<file path="src/rtl/mem_reader_pkg.sv">
// Shared types and constants for the block reader and its return-path skid FIFO.
package mem_reader_pkg;
  typedef enum logic [1:0] {IDLE, READ, DRAIN, DONE} state_e;
  localparam int FIFO_DEPTH = 2;
endpackage

</file>
<file path="src/rtl/mem_block_reader_skid_fifo.sv">
// Two-entry skid FIFO catching RAM read data; head is combinational and reads zero when empty.
// Pushes are credit-limited upstream, so a push never arrives while full without a pop.
module skid_fifo
  import mem_reader_pkg::*;
#(
  parameter int DATA_WIDTH = 12
) (
  input  logic                  clk,
  input  logic                  rst,
  input  logic                  push,
  input  logic [DATA_WIDTH-1:0] push_dat,
  input  logic                  pop,
  output logic [1:0]            count,
  output logic [DATA_WIDTH-1:0] head
);

  logic [DATA_WIDTH-1:0] mem_q [FIFO_DEPTH];
  logic [DATA_WIDTH-1:0] mem_d [FIFO_DEPTH];
  logic                  wr_ptr_q, wr_ptr_d;
  logic                  rd_ptr_q, rd_ptr_d;
  logic [1:0]            count_q, count_d;
  logic                  pop_ok;

  always_comb begin
    mem_d    = mem_q;
    wr_ptr_d = wr_ptr_q;
    rd_ptr_d = rd_ptr_q;
    pop_ok   = pop && (count_q != 2'd0);
    if (push) begin
      mem_d[wr_ptr_q] = push_dat;
      wr_ptr_d        = ~wr_ptr_q;
    end
    if (pop_ok) begin
      rd_ptr_d = ~rd_ptr_q;
    end
    count_d = count_q + {1'b0, push} - {1'b0, pop_ok};
  end

  always_ff @(posedge clk) begin
    if (rst) begin
      for (int i = 0; i < FIFO_DEPTH; i++) mem_q[i] <= '0;
      wr_ptr_q <= 1'b0;
      rd_ptr_q <= 1'b0;
      count_q  <= 2'd0;
    end else begin
      mem_q    <= mem_d;
      wr_ptr_q <= wr_ptr_d;
      rd_ptr_q <= rd_ptr_d;
      count_q  <= count_d;
    end
  end

  assign count = count_q;
  assign head  = (count_q != 2'd0) ? mem_q[rd_ptr_q] : '0;

endmodule

</file>
<file path="src/rtl/mem_block_reader.sv">
// Reads length words from base address of a 1-cycle-latency RAM and streams them out in order.
// start->first outValid is 3 cycles; reads are throttled so at most 2 words are ever buffered.
module mem_block_reader
  import mem_reader_pkg::*;
#(
  parameter int DATA_WIDTH = 12,
  parameter int ADDR_WIDTH = 8
) (
  input  logic                  clk,
  input  logic                  rst,
  input  logic                  start,
  input  logic [ADDR_WIDTH-1:0] baseAddr,
  input  logic [ADDR_WIDTH-1:0] length,
  output logic                  busy,
  output logic                  done,
  output logic [ADDR_WIDTH-1:0] memAddr,
  output logic                  memRdEn,
  input  logic [DATA_WIDTH-1:0] memData,
  output logic [DATA_WIDTH-1:0] outData,
  output logic                  outValid,
  input  logic                  outReady
);

  state_e                state_q, state_d;
  logic [ADDR_WIDTH-1:0] base_q, base_d;
  logic [ADDR_WIDTH-1:0] len_q, len_d;
  logic [ADDR_WIDTH-1:0] issued_q, issued_d;
  logic [ADDR_WIDTH-1:0] addr_q, addr_d;
  logic                  inflight_q, inflight_d;
  logic [1:0]            fifo_count;
  logic                  pop;
  logic                  rd_en;
  logic [2:0]            occ;

  assign pop      = outValid & outReady;
  assign outValid = (fifo_count != 2'd0);

  always_comb begin
    state_d  = state_q;
    base_d   = base_q;
    len_d    = len_q;
    issued_d = issued_q;
    addr_d   = addr_q;
    rd_en    = 1'b0;
    // Words buffered or in flight after this cycle's pop; a new read needs a free slot.
    occ      = {1'b0, fifo_count} + {2'b00, inflight_q} - {2'b00, pop};
    case (state_q)
      IDLE: begin
        if (start) begin
          base_d   = baseAddr;
          len_d    = length;
          issued_d = '0;
          state_d  = (length == '0) ? DONE : READ;
        end
      end
      READ: begin
        if (occ < 3'd2) begin
          rd_en    = 1'b1;
          addr_d   = base_q + issued_q;
          issued_d = issued_q + 1'b1;
          if (issued_d == len_q) state_d = DRAIN;
        end
      end
      DRAIN: begin
        // Leave as the last word is handed off so done lands one cycle after it.
        if (!inflight_q && (fifo_count == 2'd0 || (fifo_count == 2'd1 && pop))) begin
          state_d = DONE;
        end
      end
      DONE:    state_d = IDLE;
      default: state_d = IDLE;
    endcase
    inflight_d = rd_en;
  end

  always_ff @(posedge clk) begin
    if (rst) begin
      state_q    <= IDLE;
      base_q     <= '0;
      len_q      <= '0;
      issued_q   <= '0;
      addr_q     <= '0;
      inflight_q <= 1'b0;
    end else begin
      state_q    <= state_d;
      base_q     <= base_d;
      len_q      <= len_d;
      issued_q   <= issued_d;
      addr_q     <= addr_d;
      inflight_q <= inflight_d;
    end
  end

  assign memRdEn = rd_en;
  assign memAddr = addr_d;
  assign busy    = (state_q == READ) || (state_q == DRAIN);
  assign done    = (state_q == DONE);

  skid_fifo #(.DATA_WIDTH(DATA_WIDTH)) u_fifo (
    .clk      (clk),
    .rst      (rst),
    .push     (inflight_q),
    .push_dat (memData),
    .pop      (pop),
    .count    (fifo_count),
    .head     (outData)
  );

endmodule

</file>
<file path="config.mk">
export PLATFORM = sky130hd
export DESIGN_NAME = mem_block_reader
export DESIGN_NICKNAME = d
export VERILOG_FILES = /design/src/rtl/mem_reader_pkg.sv /design/src/rtl/mem_block_reader_skid_fifo.sv /design/src/rtl/mem_block_reader.sv
export SDC_FILE = /design/constraint.sdc
export NUM_CORES = 1
export LEC_CHECK = 0
export CORE_ASPECT_RATIO = 1.4
export CORE_MARGIN = 3
export CORE_UTILIZATION = 53
export DETAILED_ROUTE_END_ITERATION = 10
export HOLD_SLACK_MARGIN = 0.05
export PLACE_DENSITY = 0.8
export SYNTH_ARGS = -nofsm -noshare
export SYNTH_HDL_FRONTEND = slang
export SYNTH_SLANG_ARGS = --single-unit
</file>
<file path="constraint.sdc">
create_clock -name clk -period 3.95 [get_ports clk]
set_input_delay 0.79 -clock clk [delete_from_list [all_inputs] [get_ports clk]]
set_output_delay 0.79 -clock clk [all_outputs]
set_load 0.01 [all_outputs]
</file>
Word level (Yosys, flattened, before mapping):

Cells that the tools add are included.

* register bits: 63
* input bits: 32
* word-level logic and storage cells: 70

* $add $sub $neg: 6
* $lt $le $gt $ge: 4
* equality and inequality tests: 9
* mux-type cells: 20
* bitwise gates (word level): 5
* reduce and logical (&&, ||, !) cells: 15

Operators by type and width (count)
* $mux 12: 5
* $mux 8: 4
* $bwmux 24: 1
* $pmux 8 s2: 1
* $demux 12 s1: 1
* $mux 2: 5
* $add 8x1->8 const B: 1
* $add 8x8->8: 1
* $eq 8x8->1: 1
* $logic_not 8->1: 1
* $ne 2x2->1 const B: 4
* $pmux 2 s4: 1
* $eq 2x1->1 const B: 2
* $eq 2x2->1 const B: 2
* $ge 2x2->1 const B: 2
* $logic_and 1x1->1: 4
* $logic_not 2->1: 2
* $not 1->2: 2
* $reduce_and 4->1: 1
* $reduce_bool 2->1: 2
* $add 2x1->3: 1
* $lt 3x2->1 const B: 1
* $reduce_and 3->1: 1
* $sub 3x1->3: 1
* other kinds (9): 12

Longest topological paths before layout:

Gate-level depths: netlist (run 1).

* depth in word-level cells: 7
* gate-level depth with buffers: 14
* gate-level depth less buffers: 14

Cells and area by module:

A second synthesis (run 1) with hierarchy kept.

* cell total of the unflattened synthesis: 419
* area total of the unflattened synthesis: 3273.1 um^2

By module, submodules not included
* mem_block_reader: instances 1, cells an instance 265, area an instance 2068.2 um^2
* skid_fifo: instances 1, cells an instance 154, area an instance 1204.9 um^2

Least setup slack after synthesis (run 1):

Ideal clock, no wire load.

* path kind: input to output
* start point: input port outReady
* end point: output port memAddr[5]
* data arrival time: 2822 ps
* required time: 3160 ps
* setup slack: 338 ps
* cell stages on the path: 13
* path through: nor2b_1 > ha_1 > inv_1 > ha_1 > inv_1 > fa_1 > xnor2_1 > nand3_1 > clkbuf_1 > buf_2 > nor2_1 > mux2i_1 > nand2_1

* longest elaborated chain between the ends: 5

Ends and longest elaborated chain
* start, declared: RTL line mem_block_reader.sv:21 `input logic outReady`
* $and 1x1->1: RTL line mem_block_reader.sv:35 `assign pop = outValid & outReady;`
* $sub 3x1->3: RTL line mem_block_reader.sv:46 `occ = {1'b0, fifo_count} + {2'b00, inflight_q} - {2'b00, pop};`
* $lt 3x2->1: RTL line mem_block_reader.sv:57 `if (occ < 3'd2) begin`
* $mux 8: RTL line mem_block_reader.sv:57
* $mux 8: RTL line mem_block_reader.sv:47 `case (state_q)`
* end, declared: RTL line mem_block_reader.sv:16 `output logic [ADDR_WIDTH-1:0] memAddr,`

Every way passes these cells.

Worst setup path after layout (run 1):

* start point: input port outReady
* end point: output port memAddr[6]

Same word-level chain as after synthesis.

==> results of run 1 <==
-- critical path, stage by stage --
cell	delay [ns]
dlygate4sd2_1	0.24
nor2b_4	0.13
ha_1	0.27
inv_1	0.06
ha_1	0.13
inv_1	0.05
fa_2	0.35
xnor2_2	0.17
nand3_2	0.15
or4b_4	0.52
nand3_2	0.10
buf_6	0.10
-- routing by layer --
layer	share of wire [%]	track usage (%)
met1	40	24.68
met2	53	39.09
met3	4.7	4.969
met4	1.7	9.551
met5	0	0
-- synth_stat cells, types with 2 or more instances --
cell	count	area [um^2]
nand3_1	7	35.03
ha_1	15	187.7
a21oi_1	55	275.3
nor2_1	29	108.9
nor4_1	4	25.02
dfxtp_1	63	1261
fa_1	2	40.04
nand3b_1	3	22.52
and2_1	5	31.28
o31ai_1	3	22.52
o21a_1	2	15.01
xor2_1	4	35.03
nand2_1	94	352.8
mux2i_1	13	130.1
clkbuf_1	16	60.06
nor2b_1	10	62.56
xnor2_1	15	131.4
inv_1	14	52.55
a211oi_1	2	15.01
a2111oi_0	2	17.52
or3_1	3	18.77
buf_2	2	10.01
o21ai_0	14	70.07
nand2b_1	4	25.02
-- state kept, by name (all words and copies together), names as in the netlist --
signal / flops
u_fifo.rd_ptr_q: 1
issued_q: 8
u_fifo.wr_ptr_q: 1
len_q: 8
u_fifo.mem_q: 24
state_q: 2
addr_q: 8
u_fifo.count: 2
inflight_q: 1
base_q: 8
-- worst max-delay path by stage --
stage / startpoint / to / cells after the start
6_report: outReady / memAddr[6] / 12
5_1_grt: outReady / memAddr[5] / 15
4_1_cts: outReady / memAddr[6] / 12
3_5_place_dp: outReady / memAddr[6] / 12
3_3_place_gp: outReady / memAddr[6] / 12
2_1_floorplan: outReady / memAddr[5] / 13
-- power breakdown --
part           internal [mW]  switching (mW)  total [mW]  leakage [nW]
Combinational          0.422           0.466       0.888         0.913
Sequential             0.720          0.0768       0.797         0.512
Clock                  0.306           0.237       0.543         0.100
Total                   1.45           0.780        2.23          1.52
-- metrics by stage --
stage / setup TNS, ns / worst slack, ns / instance area (um^2) / hold slack [ns] / instances
2_1_floorplan: 0 / 0.3382 / 3162 / 0.4357 / 400
3_3_place_gp: -4.352 / -0.6302 / 3764 / 0.4411 / 511
3_5_place_dp: -5.063 / -0.6950 / 3764 / 0.4462 / 511
4_1_cts: 0 / 0.02160 / 4043 / 0.4556 / 532
5_1_grt: 0 / 0.02076 / 4045 / 0.4740 / 532
6_report: 0 / 0.1085 / 4045 / 0.4547 / 532
-- cells by family (layout without fill, tap and decap cells) --
| family | after synthesis | after routing | synth area share, % |
|---|---|---|---|
| muxes | 13 | 13 | 4.115 |
| xor gates and xnor gates | 19 | 19 | 5.263 |
| adders and majority gates | 17 | 17 | 7.202 |
| buffers and inverters | 33 | 97 | 4.234 |
| and+or+nand+nor | 167 | 167 | 23.82 |
| AOI/OAI and AO/OA | 88 | 88 | 15.47 |
| DFF | 63 | 63 | 39.89 |
-- timing repair --
action | in CTS | in global routing
endpoints found under the setup margin | 9 | 8
pin swaps | 5 | 4
setup buffers | 4 | 0
cloned | 1 | 0
gates resized for setup | 37 | 7
-- area by class of cell --
class                      count  area [um^2]  area share, %
tap                           68        85.08          2.103
clock inverter                 4        45.04          1.114
clock buffer                  12        145.1          3.588
timing repair buffer          67        634.4          15.68
sequential                    63         1261          31.18
inverter                      14        52.55          1.299
multi-input combinational    304         1822          45.04
==> metrics, run 1 <==
status=complete, no violations; CP endpoint kind=primary output; Die Span Y=97.39 um; initial antenna violation count=0; CP Max Fanout=3; synthesized area=approximately 3200 um^2; RSZ-0062 raised after global routing=false; Worst R2R Start=u_fifo.count[0]; antenna viol nets, final=0; Final Hold Vio Count=0; cell count of the worst reg-to-reg path=14; Final Core Density=71.65%; FMAX=260.3 MHz; Tmin final=3.841 ns; synthesized area per cell=7.904 um^2; WS Path Type=input pin to primary output; # setup viols final=0; synth unique cells=43; Final Slew Violations=0; area delta synth->final=27.94%; Leakage Power=1.525 nW; CTS tree=built; ANT cells=0; Core ar.=5645 um^2; Hold Crit Class=flip-flop to flip-flop; Worst R2R End=issued_q[6]; vias in the first global route=between 2000 and 3000; type of origin of the critical path=input pin; pin count of the biggest net entering global routing=46; synth warn=0; Setup Skew=0.004411 ns; Hold Crit Endpoint=u_fifo.mem_q[4]; global-route wire length before repair=12460 um; fillcell total=482; CTS root buffer=clkbuf_8; I/O Buffers=55; GRT overflow=0; cts hold-fix bufs=0; Syn Inst Count=400; drt drc=0; Max-slew headroom=43.75%; htree depth=3; Clock transition at path regs=0.07 ns; Tcrit/Tclk final=97.25%; Pwr Density=550.7 nW/um^2; via count=~2900; leading cell type in the layout, fill and taps excluded=nand2_1; most frequent cells in the layout=nand2_1 (93), dfxtp_1 (63), a21oi_1 (55), clkdlybuf4s50_1 (44), nor2_1 (29); Yosys reg bits=63; hold path depth=2; Async S/R FF share, synth=0%; fin nets=about 500; share of cells above drive strength 1=10.34%; clock sinks=63; predominant post-synthesis flop cell=dfxtp_1; Ports=56; worst-case clock buffer depth=2; CP arrival=3.05 ns; die area=6941 um^2; number of flops mapped to enable cells by yosys=0; DR iter-0 viols=140; routability congestion estimate=0.8413; Tot GR Track Use=22.09%; actual slew at the worst max-slew pin=0.8421 ns; WP data required=3.16 ns; final wirelength=7396 um; Worst IR Drop VDD=368.7 uV; Die Width=between 70 and 80 um; Num CTS Buffers=9; clk_lat worst skew=0.34 ns; Power Total=2.228 mW; max cap viols=0; std cell rows=32; sequential fraction of the synthesis area=39.89%; syn nets=449; worst reg2reg setup slack=1.05 ns; vias per cell=5.423; min-delay src=u_fifo.mem_q[4]; DR pass1 iterations=4; Initial Util=56.01%; dpl hpwl=5181 um; wire length per cell=13.90 um
Power figures use the tool's default switching activity.
==> run 2, diff against run 1 <==
--- a/config.mk
+++ b/config.mk
@@ -10,7 +10,7 @@
 export CORE_UTILIZATION = 53
 export DETAILED_ROUTE_END_ITERATION = 10
 export HOLD_SLACK_MARGIN = 0.05
-export PLACE_DENSITY = 0.8
+export PLACE_DENSITY_LB_ADDON = 0.05
 export SYNTH_ARGS = -nofsm -noshare
 export SYNTH_HDL_FRONTEND = slang
 export SYNTH_SLANG_ARGS = --single-unit
==> run 2 against run 1 <==
Clock power increased by 16%. Cell count increased by 0.38%. Power increased by 7.4%.
==> metrics, run 2 (synthesis results as in run 1) <==
Most flops, register=u_fifo.mem_q (unchanged); Die Width=71.28 um (unchanged); Num CTS Buffers=9 (unchanged); max cap viols=0 (unchanged); type of origin of the critical path=input pin (unchanged); WP data required=3.16 ns (about the same); Core ar.=5645 um^2 (unchanged); Final Hold Vio Count=0 (unchanged); area delta synth->final=30.43% (was 27.94%); FMAX=263.2 MHz (was 260.3 MHz); clock share of power=26.4% (was 24.4%); via count=2848 (was 2885); Placement Setup Slack=-0.7540 ns (was -0.6950 ns); CP endpoint kind=primary output (unchanged); Die Span Y=97.39 um (unchanged); Pwr Density=580.2 nW/um^2 (was 550.7 nW/um^2); Psw=796.7 uW (was 780.1 uW); dpl hpwl=4910 um (was 5181 um); CP Max Fanout=4 (was 3); # setup viols final=0 (unchanged); Final Instance Count excl. Fillers=534 (was 532); CTS tree=built (unchanged); Worst IR Drop VDD=328.7 uV (was 368.7 uV); wire length per cell=13.47 um (was 13.90 um); setup slack after layout=0.1509 ns (was 0.1085 ns); Clock transition at path regs=0.07 ns (about the same); std cell rows=32 (unchanged); routability congestion estimate=0.8024 (was 0.8413); Max-slew headroom=35.83% (was 43.75%); I/O Buffers=55 (unchanged); Critical Path Slowest Stage Cell=or4b_4 (unchanged); CP max stage delay=0.55 ns (was 0.52 ns); sequential power share=33.3% (was 35.8%); worst-case clock buffer depth=2 (unchanged); DR pass1 iterations=4 (unchanged); fin nets=510 (was 508); DR iter-0 viols=173 (was 140); drt drc=0 (unchanged); clock sinks=63 (unchanged); Power Total=2.393 mW (was 2.228 mW); Setup Skew=0.008626 ns (was 0.004411 ns); initial antenna violation count=0 (unchanged); Tmin final=3.799 ns (was 3.841 ns); Final Slew Violations=0 (unchanged); Initial Util=56.01% (unchanged); die area=6941 um^2 (unchanged); final wirelength=7194 um (was 7396 um); placed instance count=514 (was 511); Leakage Power=1.577 nW (was 1.525 nW); Ports=56 (unchanged); Tcrit/Tclk final=96.18% (was 97.25%); cts hold-fix bufs=0 (unchanged); RSZ-0062 raised after global routing=false (unchanged); switching share of power=33.30% (was 35.02%); CTS root buffer=clkbuf_8 (unchanged); global-route wire length before repair=12350 um (was 12460 um); status=complete, no violations (unchanged); GRT overflow=0 (unchanged); pin count of the biggest net entering global routing=54 (was 46); ANT cells=0 (unchanged); leading cell type in the layout, fill and taps excluded=nand2_1 (unchanged); Hold Crit Class=flip-flop to flip-flop (unchanged); htree depth=3 (unchanged); most frequent cells in the layout=nand2_1 (92), dfxtp_1 (63), a21oi_1 (55), clkdlybuf4s50_1 (44), nor2_1 (29) (was nand2_1 (93), dfxtp_1 (63), a21oi_1 (55), clkdlybuf4s50_1 (44), nor2_1 (29)); Internal=1.596 mW (was 1.448 mW); power share of the combinational group=40.3% (was 39.9%); share of cells above drive strength 1=11.16% (was 10.34%); vias in the first global route=2764 (was 2898); actual slew at the worst max-slew pin=0.9625 ns (was 0.8421 ns); vias per cell=5.333 (was 5.423); Tot GR Track Use=21.75% (was 22.09%); antenna viol nets, final=0 (unchanged); crit-path cells=clkbuf_2 > nor2b_4 > ha_1 > inv_1 > ha_2 > inv_2 > fa_2 > xnor2_4 > nand3_4 > or4b_4 > nand3_2 > buf_6 (was dlygate4sd2_1 > nor2b_4 > ha_1 > inv_1 > ha_1 > inv_1 > fa_2 > xnor2_2 > nand3_2 > or4b_4 > nand3_2 > buf_6); number of flip-flops in the largest register=24 (unchanged); CP arrival=3.01 ns (was 3.05 ns); WS Path Type=input pin to primary output (unchanged); clk_lat worst skew=0.34 ns (about the same)
[run 2: changes by cell type in the layout (fill, tap and decap cells not counted), sizes merged]
cell           previous run  this run
buf                      16        19
bufbuf                    0         1
bufinv                    1         2
clkbuf                   14        15
clkdlybuf4s15             2         0
clkinv                    3         1
[run 2: stage by stage]
step,hold WS (ns),TNS (ns),cell area [um^2],utilization [%]
6_report,0.4579,0,4124,73.05
5_1_grt,0.4794,0,4124,73.05
4_1_cts,0.4578,0,4070,72.10
3_5_place_dp,0.4482,-5.491,3786,67.07
3_3_place_gp,0.4424,-4.621,3786,67.07
2_1_floorplan,0.4357,0,3162,-
[run 2: cell type report]
type	instances	area [um^2]
clock buffer	13	158.9
timing repair buffer	69	671.9
inverter	14	52.55
clock inverter	3	65.06
multi-input combinational	304	1829
fill	461	1521
tap	68	85.08
sequential	63	1261
[run 2: repair_timing]
item | 4_1_cts | 5_1_grt
gates cloned | 1 | 1
endpoints found under the setup margin | 9 | 9
gates resized for setup | 43 | 6
pin swaps | 6 | 7
buffers inserted | 1 | 1
endpoints found under the hold margin | 0 | 0
[run 2: power by group through the flow]
stage | combinational (mW) | clock (mW) | sequential (mW)
finish | 0.964 | 0.632 | 0.796
detailed placement | 0.797 | 0 | 0.810
floorplan | 0.526 | 0 | 0.778
global placement | 0.786 | 0 | 0.808
global route | 1.06 | 0.666 | 0.808
CTS | 0.891 | 0.639 | 0.796
[run 2: worst paths after layout]
kind	start	to	slack [ns]	cells after the start
max	outReady	memAddr[6]	0.15	12
min	u_fifo.mem_q[21]	u_fifo.mem_q[21]	0.46	2
max reg2reg	u_fifo.count[0]	issued_q[4]	0.84	15
min reg2reg	u_fifo.mem_q[21]	u_fifo.mem_q[21]	0.46	2
[run 2: per-layer routing]
layer	part of all wire, %	vias to the layer above	track usage (%)	routed length (um)
li1	-	1462	-	-
met1	42	1297	26.69	3014
met2	51	75	36.05	3679
met3	4.2	14	3.106	301
met4	2.8	0	11.58	199
met5	0	-	0	0
[run 2: worst max-delay path: cells and delay by family]
family,cells,cell delay (ns)
buffers and inverters,4,0.29
and+or+nand+nor,4,0.93
adders and majority gates,3,0.81
xor gates and xnor gates,1,0.19
